## config.mk

```make
export PLATFORM = sky130hd
export DESIGN_NAME = pipeline_stage_reg
export DESIGN_NICKNAME = d
export VERILOG_FILES = /design/src/rtl/pipe_pkg.sv /design/src/rtl/pipeline_stage_reg.sv
export SDC_FILE = /design/constraint.sdc
export NUM_CORES = 1
export LEC_CHECK = 0
export CORE_AREA = 3 3 117 91
export CTS_CLUSTER_SIZE = 24
export DETAILED_ROUTE_END_ITERATION = 6
export DIE_AREA = 0 0 120 94
export GPL_TIMING_DRIVEN = 0
export HOLD_SLACK_MARGIN = 0.02
export PLACE_DENSITY = 0.74
export SLEW_MARGIN = 20
export SYNTH_ARGS = -nofsm -noshare
export SYNTH_HDL_FRONTEND = slang
export SYNTH_SLANG_ARGS = --single-unit
```

## constraint.sdc

```tcl
create_clock -name clk -period 1.6 [get_ports clk]
set_input_delay 0.32 -clock clk [delete_from_list [all_inputs] [get_ports clk]]
set_output_delay 0.32 -clock clk [all_outputs]
set_load 0.05 [all_outputs]
```

## src/rtl/pipe_pkg.sv

```systemverilog
// ---------------------------------------------------------------------------
// pipe_pkg
// Shared definitions for the pipeline stage register.
//   PAYLOAD_W_DEFAULT : default payload width (PC, PC+1, instruction as 16+16+16)
//   stage_state_e     : occupancy state of the two-entry stage
// ---------------------------------------------------------------------------
package pipe_pkg;

    localparam int PAYLOAD_W_DEFAULT = 48;

    typedef enum logic [1:0] {
        EMPTY = 2'd0,
        ONE   = 2'd1,
        FULL  = 2'd2
    } stage_state_e;

endpackage : pipe_pkg

```

## src/rtl/pipeline_stage_reg.sv

```systemverilog
// ---------------------------------------------------------------------------
// pipeline_stage_reg
// Two-entry valid/ready pipeline register (main + skid). It is a drop-in
// replacement for fixed-width IF/ID-style registers. in_ready is decoded
// from the state register only, so there is no combinational path from
// out_ready to in_ready.
//
// Parameters
//   DATA_W         : payload width
//   CLEAR_ON_FLUSH : 1 = flush zeroes main/skid, 0 = flush keeps their value
// Ports
//   clk        in   clock, all state updates on the rising edge
//   rst        in   synchronous active-high reset (overrides flush)
//   flush      in   discard all held entries and any incoming one
//   in_valid   in   upstream payload valid
//   in_ready   out  stage can accept a payload this cycle
//   in_data    in   upstream payload
//   out_valid  out  out_data holds a valid payload
//   out_ready  in   downstream accepts out_data this cycle
//   out_data   out  payload from the main register
//   occupancy  out  entries held: 0, 1 or 2
// ---------------------------------------------------------------------------
module pipeline_stage_reg
    import pipe_pkg::*;
#(
    parameter int DATA_W         = PAYLOAD_W_DEFAULT,
    parameter bit CLEAR_ON_FLUSH = 1'b1
) (
    input  logic              clk,
    input  logic              rst,
    input  logic              flush,
    input  logic              in_valid,
    output logic              in_ready,
    input  logic [DATA_W-1:0] in_data,
    output logic              out_valid,
    input  logic              out_ready,
    output logic [DATA_W-1:0] out_data,
    output logic [1:0]        occupancy
);

    stage_state_e      state_reg;
    stage_state_e      state_next;
    logic [DATA_W-1:0] main_reg;
    logic [DATA_W-1:0] main_next;
    logic [DATA_W-1:0] skid_reg;
    logic [DATA_W-1:0] skid_next;

    logic in_fire;
    logic out_fire;

    assign in_fire  = in_valid && in_ready;
    assign out_fire = out_valid && out_ready;

    // State and payload registers.
    always_ff @(posedge clk) begin
        if (rst) begin
            state_reg <= EMPTY;
            main_reg  <= '0;
            skid_reg  <= '0;
        end else begin
            state_reg <= state_next;
            main_reg  <= main_next;
            skid_reg  <= skid_next;
        end
    end

    // Next-state and payload steering.
    always_comb begin
        state_next = state_reg;
        main_next  = main_reg;
        skid_next  = skid_reg;

        unique case (state_reg)
            EMPTY: begin
                if (in_fire) begin
                    state_next = ONE;
                    main_next  = in_data;
                end
            end
            ONE: begin
                if (in_fire && out_fire) begin
                    main_next = in_data;
                end else if (in_fire) begin
                    state_next = FULL;
                    skid_next  = in_data;
                end else if (out_fire) begin
                    state_next = EMPTY;
                end
            end
            FULL: begin
                // in_ready is low here, so in_fire cannot occur.
                if (out_fire) begin
                    state_next = ONE;
                    main_next  = skid_reg;
                end
            end
            default: begin
                // Unreachable encoding: recover to an empty stage.
                state_next = EMPTY;
            end
        endcase

        // Flush wins over both handshakes; the payload either clears or
        // keeps its pre-flush contents, never the contents loaded above.
        if (flush) begin
            state_next = EMPTY;
            if (CLEAR_ON_FLUSH) begin
                main_next = '0;
                skid_next = '0;
            end else begin
                main_next = main_reg;
                skid_next = skid_reg;
            end
        end
    end

    // Outputs decoded from the state register only.
    always_comb begin
        in_ready  = 1'b1;
        out_valid = 1'b0;
        occupancy = 2'd0;
        unique case (state_reg)
            EMPTY: begin
                in_ready  = 1'b1;
                out_valid = 1'b0;
                occupancy = 2'd0;
            end
            ONE: begin
                in_ready  = 1'b1;
                out_valid = 1'b1;
                occupancy = 2'd1;
            end
            FULL: begin
                in_ready  = 1'b0;
                out_valid = 1'b1;
                occupancy = 2'd2;
            end
            default: begin
                in_ready  = 1'b1;
                out_valid = 1'b0;
                occupancy = 2'd0;
            end
        endcase
    end

    assign out_data = main_reg;

endmodule : pipeline_stage_reg

```

Yosys cells after proc, flatten, opt, wreduce, memory -nomap -nowiden:

Index checks and enable logic that the tools add are counted.

* register bits: 98
* output and inout port bits: 52
* word-level logic and storage cells: 34
* bits of input ports: 53

* reduce and logical (&&, ||, !) cells: 10
* equal/unequal tests: 7
* bitwise logic cells: 1
* muxes and demuxes: 13

Operator list (number)
* 2-to-1 mux 48 bit: 3
* case mux 48 bit (3 select lines): 1
* 2-to-1 mux 2 bit: 5
* inequality test 2 bit (second input constant): 4
* AND reduction 4 bit: 2
* case mux 2 bit (3 select lines): 1
* case mux 2 bit (2 select lines): 1
* OR reduction 2 bit: 2
* logical AND 1 bit: 3
* inequality test 3 bit (second input constant): 1
* AND reduction 3 bit: 1
* nonzero test 3 bit: 1
* == test 2 x 1 -> 1 bit (second input constant): 1
* == test 2 bit (second input constant): 1
* zero test 2 bit: 1
* 2-to-1 mux 1 bit: 2
* NOT 1 bit: 1

Depth between registers and ports, before layout:

* word-level depth: 8
* depth in mapped cells: 9
* mapped depth without buffers: 6

Worst setup path after synthesis:

OpenSTA, ideal clock, no wires.

* path type: register -> register
* start: register state_reg[0]
* end: register main_reg[10] (netlist: out_data[10])
* arrival: 2108 ps
* buffers on the path: 3
* stages on the path, launching flop included: 10
* setup slack: -654 ps
* period minus slack after synthesis: 2254 ps
* path through: dfxtp_1 -> inv_1 -> ha_1 -> buf_2 -> inv_2 -> nor4b_4 -> or2_1 -> buf_4 -> buf_6 -> a211oi_2

RTL lines
* from (decl): line pipeline_stage_reg.sv:41 `stage_state_e state_reg;`
* from (signal assigned): line pipeline_stage_reg.sv:61 `state_reg <= state_next;`
* == test 2 bit *: line pipeline_stage_reg.sv:122 `unique case (state_reg)`
* 2-to-1 mux 1 bit *: line pipeline_stage_reg.sv:122
* named net in_ready: line pipeline_stage_reg.sv:33 `output logic in_ready,`
* logical AND 1 bit *: line pipeline_stage_reg.sv:51 `assign in_fire = in_valid && in_ready;`
* logical AND 1 bit: line pipeline_stage_reg.sv:81 `if (in_fire && out_fire) begin`
* inequality test 2 bit (no line)
* AND reduction 4 bit (no line) *
* to (signal assigned): line pipeline_stage_reg.sv:62 `main_reg <= main_next;`
* to (decl): line pipeline_stage_reg.sv:43 `logic [DATA_W-1:0] main_reg;`

The timed path passes the listed nets; every way through them passes the cells marked *.
A chain may end at the register's enable or synchronous reset.

Final worst setup path:

* start: register state_reg[0]
* end: register main_reg[32] (netlist: out_data[32])

* longest elaborated chain between the ends: 7

Ends and longest elaborated chain
* == test 2 bit or == test 2 x 1 -> 1 bit (tied branches): line pipeline_stage_reg.sv:73, pipeline_stage_reg.sv:122
* OR reduction 2 bit (no line)
* 2-to-1 mux 1 bit: line pipeline_stage_reg.sv:122
* logical AND 1 bit: line pipeline_stage_reg.sv:52 `assign out_fire = out_valid && out_ready;`
* logical AND 1 bit: line pipeline_stage_reg.sv:81
* inequality test 2 bit (no line)
* AND reduction 4 bit (no line)

Parallel ways exist; a longest one is shown, timed or not.

==> summary.md <==
| Metric | Value |
|---|---|
| Run status | `finished, violations left` |
| Failing checks | `setup timing` |
| FP Rows | `31` |
| WL/cell | `17.53 µm` |
| Crit Path Class | `flop to flop` |
| Hold Buf Count CTS | `0` |
| CP required | `1850 ps` |
| Pwr dens | `959.0 nW/µm²` |
| Seq/Total Area, Yosys | `46.85%` |
| Crit. End Element | `flop` |
| Max IR drop VDD | `0.4709 mV` |
| GRT Util Overall | `22.31%` |
| Clk pin slew, worst setup/hold paths | `70 ps` |
| Routed wire length | `12900 µm` |
| Placeable Area | `9580 µm²` |
| Int Pwr | `4.458 mW` |
| Startpoint types | `flop` |
| Worst-path maximum fanout | `6` |
| Io pins | `105` |
| Clock sinks | `98` |
| Post-Syn Area | `4188 µm²` |
| Clk_skew | `8.008 ps` |
| RSZ-0062 raised after global routing | `yes` |
| DR iter-0 viols | `221` |
| Fmax | `547.0 MHz` |
| Max_slew headroom | `49.42%` |
| Remaining global-route overflow | `0` |
| HP Class | `flop to flop` |
| CTS tree | `done` |
| Slew Viols, Final | `0` |
| Minimum hold slack | `455.5 ps` |
| Sw frac | `28.17%` |
| Largest net degree at the start of global routing | `20` |
| Synth cell types | `27` |
| Worst-Margin Slew | `758.8 ps` |
| NetSw | `1.748 mW` |
| Area growth from synthesis to layout | `54.53%` |
| Combinational group share of total power | `21.4%` |
| Clock power frac | `37.2%` |
| Design Area, Final | `6471 µm²` |
| Drt drc | `0` |
| Root Buffer Master | `clkbuf_16` |
| Initial antenna violation count | `0` |
| Tmin final | `1828 ps` |
| Setup WS post-layout | `-228.1 ps` |
| Die H | `94 µm` |
| ANT nets after route | `0` |
| R2R Path Start | `state_reg[0]$_SDFFE_PP0P_` |
| Initial core utilization | `43.71%` |
| Crit path DAT | `2080 ps` |
| Dpl hpwl | `8228 µm` |
| Fin nets | `656` |
| Mapped Nets | `515` |
| Final Power | `6.206 mW` |
| Syn Area/Cell | `9.144 µm²` |
| Reg power frac | `41.4%` |
| Number of buffers created by CTS | `9` |
| Number of H-tree levels | `3` |
| Pre-antenna DRT Iters | `5` |
| Final hold violations | `0` |
| Number of global-route vias before repair | `4112` |
| #FFs+latches synth | `98` |
| First-pass GRT wire length | `20010 µm` |
| Layout cell share with drive strength beyond 1 | `25.00%` |
| Via Count | `3966` |
| Clock insertion delay at the later pin of the skew report | `340 ps` |
| Drt via density | `5.389` |
| CP startpoint | `state_reg[0]$_SDFFE_PP0P_` |
| Die W | `120 µm` |
| Syn Inst Count | `458` |
| Ant diodes | `0` |
| Setup-failing EPs final | `102` |
| Port Buf Inserts | `104` |
| Fin crit share | `114.3%` |
| Max-Cap Viols | `0` |
| GPL Wtd Cong | `0.7694` |
| CTS Buffer Depth | `2` |
| Worst hold start | `skid_reg[11]$_SDFFE_PP0P_` |
| Die area | `11280 µm²` |
| YS warnings | `0` |
| Leakage | `2.393 nW` |
| Dpl cell area | `5483 µm²` |
final timing paths:
path	depth (start not counted)	end	slack [ps]
setup / recovery	10	out_data[32]$_SDFFE_PP0P_	-230
hold / removal	2	skid_reg[11]$_SDFFE_PP0P_	460
setup reg to reg	10	out_data[32]$_SDFFE_PP0P_	-230
hold reg to reg	2	skid_reg[11]$_SDFFE_PP0P_	460
area by class of cell:
| type | instances | area, µm² |
|---|---|---|
| clock inverters | 6 | 88.84 |
| clock buffers | 10 | 229.0 |
| fillers | 758 | 3109 |
| well taps | 132 | 165.2 |
| multi-input cells | 314 | 2223 |
| repair buffers | 134 | 1395 |
| plain buffers | 38 | 377.9 |
| flip-flops and latches | 98 | 1969 |
| inverters | 4 | 22.52 |
per-stage QoR:
| stage | worst slack [ps] | cells | util [%] | setup TNS, ps |
|---|---|---|---|---|
| 5_1_grt | -283.4 | 736 | 67.55 | -19920 |
| 6_report | -228.1 | 736 | 67.55 | -12680 |
| 3_3_place_gp | -707.6 | 694 | 57.23 | -45550 |
| 3_5_place_dp | -772.8 | 694 | 57.23 | -48690 |
| 2_1_floorplan | -179.6 | 458 | - | -6880 |
| 4_1_cts | -227.0 | 725 | 64.69 | -8976 |
repair_timing:
action	CTS	global route
cloned	3	4
resized for setup	140	38
buffers inserted	15	9
endpoints found under the setup margin	145	103
pin swaps	11	13
Yosys cell counts:
| library cell | instances | area share, % |
|---|---|---|
| dfxtp_1 | 98 | 47 |
| nand2_1 | 97 | 8.7 |
| a21oi_1 | 50 | 6.0 |
| nor3_1 | 49 | 5.9 |
| mux2i_1 | 48 | 11 |
| a211oi_1 | 29 | 5.2 |
| a211oi_2 | 20 | 6.0 |
| buf_2 | 16 | 1.9 |
| clkbuf_1 | 16 | 1.4 |
| buf_4 | 8 | 1.4 |
| ha_1 | 4 | 1.2 |
| inv_1 | 3 | 0.27 |
| nor2_1 | 3 | 0.27 |
| buf_6 | 2 | 0.54 |
| nand2b_1 | 2 | 0.30 |
| nand3_1 | 2 | 0.24 |
| a21boi_2 | 1 | 0.27 |
| and3_1 | 1 | 0.15 |
| and4b_1 | 1 | 0.24 |
| inv_2 | 1 | 0.090 |
| mux2_2 | 1 | 0.27 |
| nor2b_1 | 1 | 0.15 |
| nor4b_4 | 1 | 0.57 |
| o21a_1 | 1 | 0.18 |
| o31ai_1 | 1 | 0.18 |
| or2_1 | 1 | 0.15 |
| or2_2 | 1 | 0.15 |
cells by family (layout without fill, tap and decap cells):
logic type               after synthesis  in the layout  synth area share [%]
multiplexers                          49             49                 11.74
AO/OA/AOI/OAI                        102            102                 17.78
flip-flops                            98             98                 46.85
AND/OR/NAND/NOR                      159            159                 16.76
adder cells (fa/ha/maj)                4              4                 1.195
buffers and inverters                 46            192                 5.677
layout by cell type, fill, tap and decap left out, drive strengths merged, types with 2 or more instances in the layout:
cell	n
dlygate4sd2	46
bufinv	2
clkbuf	26
clkdlybuf4s15	3
or2	2
nand3	2
nand2b	2
nand2	97
dfxtp	98
ha	4
clkinvlp	2
a211oi	49
mux2i	48
nor3	49
nor2	3
a21oi	50
clkdlybuf4s50	52
buf	55
inv	5
worst max-delay path, cell delays in order (launching register included):
cell      delay [ps]
dfxtp_4          360
inv_4             80
ha_4             140
buf_6            130
nor2b_4           50
a21boi_4         150
or2_4            260
buf_6            130
buf_12           120
buf_8            130
a211oi_2         180
power by group through the flow:
| stage | combinational (mW) | sequential, mW | clock, mW |
|---|---|---|---|
| 2_1_floorplan | 0.465 | 2.85 | 0 |
| 3_3_place_gp | 1.08 | 2.62 | 0 |
| 3_5_place_dp | 1.10 | 2.63 | 0 |
| 4_1_cts | 1.24 | 2.57 | 2.34 |
| 5_1_grt | 1.40 | 2.58 | 2.45 |
| 6_report | 1.33 | 2.57 | 2.31 |
layer usage:
layer / vias to the layer above / part of all wire (%) / GRT usage, % / wire [µm]
met5: - / 0 / 0 / 0
met4: 0 / 0.83 / 5.338 / 107
li1: 1894 / - / - / -
met1: 1929 / 44 / 26.12 / 5669
met3: 12 / 5.8 / 6.984 / 751
met2: 131 / 49 / 39.93 / 6375
No activity file was read; power rests on OpenSTA's default activity.
